### src/rtl/chaos_key_extractor_if.sv
// Handshake bundle for chaos_key_extractor: sample groups in, key groups out.
// master drives samples and out_ready; slave is the extractor.
interface chaos_key_extractor_if #(
  parameter int NCH   = 3,
  parameter int KEY_W = 10
);
  logic                 in_valid;
  logic                 in_ready;
  logic [NCH*32-1:0]    in_data;
  logic                 out_valid;
  logic                 out_ready;
  logic [NCH*KEY_W-1:0] out_key;
  logic [NCH-1:0]       out_err;

  modport master (
    output in_valid, in_data, out_ready,
    input  in_ready, out_valid, out_key, out_err
  );

  modport slave (
    input  in_valid, in_data, out_ready,
    output in_ready, out_valid, out_key, out_err
  );
endinterface

### src/rtl/chaos_key_extractor.sv
// Four-stage float-to-key extractor: floor(|v|*SCALE) mod MODULUS per channel.
// Define CHAOS_KEY_FOLD_EN to add the registered XOR-folded byte key fold_key.
module chaos_key_extractor #(
  parameter int NCH     = 3,
  parameter int SCALE   = 1000,
  parameter int MODULUS = 1000,
  parameter int KEY_W   = 10
) (
  input  logic clk,
  input  logic rst_n,
  chaos_key_extractor_if.slave bus
`ifdef CHAOS_KEY_FOLD_EN
  ,
  output logic [7:0] fold_key
`endif
);

  localparam int QW = 55;
  localparam int PW = 32 + $clog2(SCALE);
  localparam int XW = QW + $clog2(SCALE) + 1;

  logic adv;
  logic s1_v, s2_v, s3_v, s4_v;

  logic [NCH-1:0][7:0]       s1_e;
  logic [NCH-1:0][22:0]      s1_f;
  logic [NCH-1:0][QW-1:0]    s2_q, q_nxt;
  logic [NCH-1:0]            s2_err, err_nxt;
  logic [NCH-1:0][PW-1:0]    s3_p, p_nxt;
  logic [NCH-1:0]            s3_err;
  logic [NCH-1:0][KEY_W-1:0] s4_key, key_nxt;
  logic [NCH-1:0]            s4_err;
  logic                      unused_sign;

  assign adv           = !s4_v || bus.out_ready;
  assign bus.in_ready  = !rst_n || adv;
  assign bus.out_valid = s4_v;
  assign bus.out_key   = s4_key;
  assign bus.out_err   = s4_err;

  // Q32.23 magnitude; fraction bits below 2^-23 fall off the right shift
  function automatic logic [QW-1:0] magnitude(
    input logic [7:0]  e,
    input logic [22:0] f
  );
    logic [QW-1:0] m;
    logic [7:0]    rsh;
    m   = QW'({e != 8'd0, f});
    rsh = (e == 8'd0) ? 8'd126 : 8'd127 - e;
    if (e >= 8'd127)
      magnitude = m << (e - 8'd127);
    else
      magnitude = m >> rsh;
  endfunction

  always_comb begin
    unused_sign = 1'b0;
    for (int i = 0; i < NCH; i++)
      unused_sign = unused_sign ^ bus.in_data[32*i+31];
  end

  always_comb begin
    q_nxt   = '0;
    err_nxt = '0;
    for (int i = 0; i < NCH; i++) begin
      err_nxt[i] = (s1_e[i] == 8'hFF) || (s1_e[i] >= 8'd159);
      q_nxt[i]   = err_nxt[i] ? '0 : magnitude(s1_e[i], s1_f[i]);
    end
  end

  always_comb begin
    p_nxt = '0;
    for (int i = 0; i < NCH; i++)
      p_nxt[i] = PW'((XW'(s2_q[i]) * XW'(SCALE)) >> 23);
  end

  always_comb begin
    key_nxt = '0;
    for (int i = 0; i < NCH; i++)
      key_nxt[i] = KEY_W'(s3_p[i] % PW'(MODULUS));
  end

`ifdef CHAOS_KEY_FOLD_EN
  logic [7:0] fold_nxt;

  always_comb begin
    fold_nxt = '0;
    for (int i = 0; i < NCH; i++)
      fold_nxt = fold_nxt ^ 8'(key_nxt[i]);
  end

  always_ff @(posedge clk) begin
    if (!rst_n)
      fold_key <= '0;
    else if (adv)
      fold_key <= fold_nxt;
  end
`endif

  always_ff @(posedge clk) begin
    if (!rst_n) begin
      s1_v   <= 1'b0;
      s2_v   <= 1'b0;
      s3_v   <= 1'b0;
      s4_v   <= 1'b0;
      s1_e   <= '0;
      s1_f   <= '0;
      s2_q   <= '0;
      s2_err <= '0;
      s3_p   <= '0;
      s3_err <= '0;
      s4_key <= '0;
      s4_err <= '0;
    end else if (adv) begin
      s1_v <= bus.in_valid;
      s2_v <= s1_v;
      s3_v <= s2_v;
      s4_v <= s3_v;
      for (int i = 0; i < NCH; i++) begin
        s1_e[i] <= bus.in_data[32*i+23 +: 8];
        s1_f[i] <= bus.in_data[32*i +: 23];
      end
      s2_q   <= q_nxt;
      s2_err <= err_nxt;
      s3_p   <= p_nxt;
      s3_err <= s2_err;
      s4_key <= key_nxt;
      s4_err <= s3_err;
    end
  end

endmodule
### src/flat_wrapper.sv
// flat-port wrapper written by rule: the top's interface ports become plain ports
module chaos_key_extractor_flat 
#(
  parameter int NCH     = 3,
  parameter int SCALE   = 1000,
  parameter int MODULUS = 1000,
  parameter int KEY_W   = 10
)
  (clk, rst_n, bus_in_valid, bus_in_data, bus_out_ready, bus_in_ready, bus_out_valid, bus_out_key, bus_out_err);
  chaos_key_extractor_if #(.NCH(NCH), .KEY_W(KEY_W)) bus_i ();
  input  logic clk;
  input  logic rst_n;
  input wire logic [$bits(bus_i.in_valid)-1:0] bus_in_valid;
  input wire logic [$bits(bus_i.in_data)-1:0] bus_in_data;
  input wire logic [$bits(bus_i.out_ready)-1:0] bus_out_ready;
  output wire logic [$bits(bus_i.in_ready)-1:0] bus_in_ready;
  output wire logic [$bits(bus_i.out_valid)-1:0] bus_out_valid;
  output wire logic [$bits(bus_i.out_key)-1:0] bus_out_key;
  output wire logic [$bits(bus_i.out_err)-1:0] bus_out_err;
  assign bus_i.in_valid = bus_in_valid;
  assign bus_i.in_data = bus_in_data;
  assign bus_i.out_ready = bus_out_ready;
  assign bus_in_ready = bus_i.in_ready;
  assign bus_out_valid = bus_i.out_valid;
  assign bus_out_key = bus_i.out_key;
  assign bus_out_err = bus_i.out_err;
  chaos_key_extractor #(.NCH(NCH), .SCALE(SCALE), .MODULUS(MODULUS), .KEY_W(KEY_W)) u_core (.clk(clk), .rst_n(rst_n), .bus(bus_i));
endmodule
### config.mk
export PLATFORM = sky130hd
export DESIGN_NAME = chaos_key_extractor_flat
export DESIGN_NICKNAME = d
export VERILOG_FILES = /design/src/rtl/chaos_key_extractor_if.sv /design/src/rtl/chaos_key_extractor.sv /design/src/flat_wrapper.sv
export SDC_FILE = /design/constraint.sdc
export NUM_CORES = 2
export LEC_CHECK = 0
export CORE_UTILIZATION = 30
export CTS_CLUSTER_SIZE = 20
export DETAILED_ROUTE_END_ITERATION = 8
export PLACE_DENSITY = 0.47
export SYNTH_ARGS = -nofsm -noshare
export SYNTH_HDL_FRONTEND = slang
export SYNTH_SLANG_ARGS = --single-unit
### constraint.sdc
create_clock -name clk -period 27.3 [get_ports clk]
set_clock_uncertainty 0.1 [all_clocks]
set_input_delay 5.46 -clock clk [delete_from_list [all_inputs] [get_ports clk]]
set_output_delay 5.46 -clock clk [all_outputs]
set_load 0.1 [all_outputs]
==> summary.md <==
| Metric | Value |
|---|---|
| Run status | `completed` |
| Number of warnings reported in the yosys synthesis log | `0` |
| Buffering stage count on the worst path with inverters included | `4` |
| Ratio of final minimum period to clock period | `94.19%` |
| Class of the tightest hold or removal check | `flip-flop to flip-flop` |
| Final worst path period need | `25,710 ps` |
| Routed vias/inst | `5.569` |
| Largest vdd supply drop | `0.0001265 V` |
| Routability congestion estimate | `0.8932` |
| Antenna violations before repair | `6` |
| CTS tree | `done` |
| Data required, critical path | `27,820 ps` |
| Slew HR | `18.51%` |
| Dominant synthesized flop cell | `sky130_fd_sc_hd__dfxtp_1` |
| Clock-pin slew on the worst setup and hold paths | `70 ps` |
| Power Dens Cells | `65.97 nW/µm²` |
| Cell Count, Final, Fillers Out | `12,630` |
| Fmax | `0.03889 GHz` |
| Startpoint Class | `flip-flop` |
| Area share of the largest cell type after synthesis | `16.45%` |
| Gate count of the mapped netlist | `9,248` |
| Post-synth EDFFs | `0` |
| All-layer global routing usage | `17.60%` |
| CTS sink count | `427` |
| Maximum cell stage delay along the critical path | `680 ps` |
| Arrival time at the worst endpoint | `26,240 ps` |
| Initial standard-cell utilization of the core | `30.27%` |
| Total of buffers placed on input and output ports | `131` |
| Kind of end point of the critical path | `flip-flop` |
| Worst path top cell family by delay | `compound AO/OA/AOI/OAI gates` |
| Synth Cell Area | `76,320 µm²` |
| Reported leakage power | `34.33 nW` |
| Wire length of the first global-routing pass | `376.9 mm` |
| Hold_buf cts | `0` |
| Max-cap violation count | `0` |
| Worst-case clock buffer depth | `3` |
| Cell with the largest stage delay on the worst path | `sky130_fd_sc_hd__or4_1` |
| Number of CTS-inserted buffers | `59` |
| Number of distinct library cell variants in the gate-level netlist after synthesis | `201` |
| Actual slew at the worst max-slew pin | `1222 ps` |
| Clock latency at the later pin of the worst-skew pair | `760 ps` |
| Layout area overhead | `10.51%` |
| Final core utilization | `33.46%` |
| DIE HEIGHT | `506.4 µm` |
| Number of detailed-routing iterations run before antenna repair | `6` |
| Number of placement rows | `184` |
| Number of endpoints failing setup at the final stage | `0` |
| H-tree Lvls | `2` |
| Post-synth top area cell | `sky130_fd_sc_hd__fa_1` |
| Via count of the first global-routing pass | `68,390` |
| Floorplan core area | `252,100 µm²` |
| Count of endpoints failing hold in the final timing report | `0` |
| Root Driver | `sky130_fd_sc_hd__clkbuf_16` |
| DRC violations left | `0` |
| Die Wd | `506.4 µm` |
| CP Max Fanout | `13` |
| Nets@finish | `10,340` |
| Total gr overflow | `0` |
| Maximum number of pins on one net before global-route repair | `170` |
| Instance count after placement with tap cells included | `12,490` |
| Sum of net half-perimeters after detailed placement | `181.5 mm` |
| Floorplan die area | `256,400 µm²` |
| Biggest area contributors in the synthesized netlist | `sky130_fd_sc_hd__fa_1, sky130_fd_sc_hd__dfxtp_1, sky130_fd_sc_hd__ha_1, sky130_fd_sc_hd__nand2_1, sky130_fd_sc_hd__o21ai_0` |
| Wire length per cell | `18.34 µm` |
| Post-synthesis area per instance | `8.253 µm²` |
| Kind of critical path | `flip-flop to flip-flop` |
| Proportion of synthesized chip area in sequential cells | `11.20%` |
| Register bit total from synthesis | `427` |
| Share of post-route cells with drive strength above 1 | `13.02%` |
| Fill cell total of the finished layout | `26,440` |
| Syn Nets | `10,370` |
| WL final | `231.5 mm` |
| Vias post-DR | `70,310` |
| I/O pin total | `135` |
| Post-DRT Antenna Nets | `0` |
| Most repeated library cell on the critical path | `sky130_fd_sc_hd__a31oi_1` |
| Initial detailed-routing violation count | `4,964` |
| Final number of max-transition violations | `0` |
| Async set or reset register ratio after synthesis | `0%` |
[final timing paths]
kind                                                            end  slack (ps)  depth (start not counted)                                from
worst max register to register  u_core.bus.out_key[17]$_SDFFE_PN0P_        1590                         87        u_core.s3_p[81]$_SDFFE_PN0P_
worst max-delay path            u_core.bus.out_key[17]$_SDFFE_PN0P_        1590                         87        u_core.s3_p[81]$_SDFFE_PN0P_
worst min-delay path             u_core.bus.out_key[4]$_SDFFE_PN0P_         350                          2  u_core.bus.out_key[4]$_SDFFE_PN0P_
worst min register to register   u_core.bus.out_key[4]$_SDFFE_PN0P_         350                          2  u_core.bus.out_key[4]$_SDFFE_PN0P_
[cells in the final DEF, fill, tap and decap left out, drive strengths merged, types with 136 or more instances in the layout]
cell,instances
inv,242
buf,306
mux2i,213
a211oi,141
nor2,700
ha,393
a21boi,137
o211ai,136
xor2,137
nor2b,144
and2,203
a21oi,504
dfxtp,427
fa,627
xnor2,293
nor3,222
o21ai,619
nand3,281
nand2,1151
[metal layers]
metal  vias to the layer above  track usage [%]  share of wire (%)
met4                         0            4.563                2.5
met5                         -                0                  0
li1                      34360                -                  -
met2                      1470            29.58                 47
met3                       252            1.379                3.6
met1                     34230            24.15                 47
[per-stage QoR]
step | power, mW | worst slack (ps) | hold slack, ps | instance area [µm²] | TNS (ps)
CTS | 5.584 | 238.7 | 349.5 | 83500 | 0
detailed placement | 4.645 | 253.1 | 339.7 | 81270 | 0
global route | 6.034 | -120.1 | 366.1 | 84340 | -233.8
floorplan | 3.317 | 3752 | 340.3 | 76320 | 0
global placement | 4.607 | 628.0 | 337.4 | 81270 | 0
finish | 5.564 | 1587 | 345.2 | 84340 | 0
[cells by family (layout without fill, tap and decap cells)]
logic type	count (synthesis)	in the layout	share of synthesized area [%]
AO/OA/AOI/OAI	2960	2960	29.01
buffers and inverters	776	803	4.959
XOR/XNOR	430	430	5.220
AND/OR/NAND/NOR	3271	3271	20.92
adder cells (fa/ha/maj)	1040	1040	23.15
other	0	2	0
multiplexers	344	344	5.540
flip-flops	427	427	11.20
[worst reg2reg max path, delay by kind of cell (launching register included)]
kind                       cells  cell delay, ps
DFF                            1             490
muxes                          8            2860
AOI/OAI and AO/OA             44           12430
xor gates and xnor gates       4             910
and+or+nand+nor               24            6970
adders and majority gates      3            1180
buffers and inverters          4             680
[Yosys cell counts, types with 89 or more instances]
cell type,number
sky130_fd_sc_hd__a211oi_1,123
sky130_fd_sc_hd__a21boi_0,123
sky130_fd_sc_hd__a21o_1,91
sky130_fd_sc_hd__a21oi_1,482
sky130_fd_sc_hd__a22o_1,89
sky130_fd_sc_hd__a22oi_1,91
sky130_fd_sc_hd__a31oi_1,99
sky130_fd_sc_hd__and2_1,174
sky130_fd_sc_hd__clkbuf_1,319
sky130_fd_sc_hd__dfxtp_1,427
sky130_fd_sc_hd__fa_1,627
sky130_fd_sc_hd__ha_1,393
sky130_fd_sc_hd__inv_1,231
sky130_fd_sc_hd__mux2i_1,203
sky130_fd_sc_hd__nand2_1,1146
sky130_fd_sc_hd__nand3_1,275
sky130_fd_sc_hd__nor2_1,688
sky130_fd_sc_hd__nor2b_1,143
sky130_fd_sc_hd__nor3_1,209
sky130_fd_sc_hd__o211ai_1,122
sky130_fd_sc_hd__o21ai_0,520
sky130_fd_sc_hd__o22ai_1,119
sky130_fd_sc_hd__xnor2_1,273
sky130_fd_sc_hd__xor2_1,134
[report_power, final]
part | switching, mW | internal, mW | total, mW
logic | 2.18 | 1.77 | 3.95
clock network | 0.361 | 0.533 | 0.895
registers | 0.0577 | 0.660 | 0.717
total | 2.60 | 2.97 | 5.56
[state kept, by name, summed over array words and instances, names as in the netlist, 3 cells and up]
name / cells
u_core.s1_e: 24
u_core.s2_q: 165
u_core.s2_err: 3
u_core.bus.out_key: 30
u_core.s3_p: 126
u_core.s3_err: 3
u_core.bus.out_err: 3
u_core.s1_f: 69
[cell type report]
class / count / area [µm²] / share of cell area (%)
clock buffers: 69 / 1574 / 1.866
well taps: 3348 / 4189 / 4.967
flip-flops and latches: 427 / 8567 / 10.16
diodes: 2 / 5.005 / 0.005934
repair buffers: 435 / 3633 / 4.308
clock inverters: 43 / 649.4 / 0.7700
multi-input cells: 8045 / 64750 / 76.77
inverters: 256 / 975.9 / 1.157
[timing repair]
item	CTS	global route
setup buffers	0	20
setup endpoints to repair	0	21
gates resized for setup	0	129
Note: power is estimated with default switching activity, not from simulation.
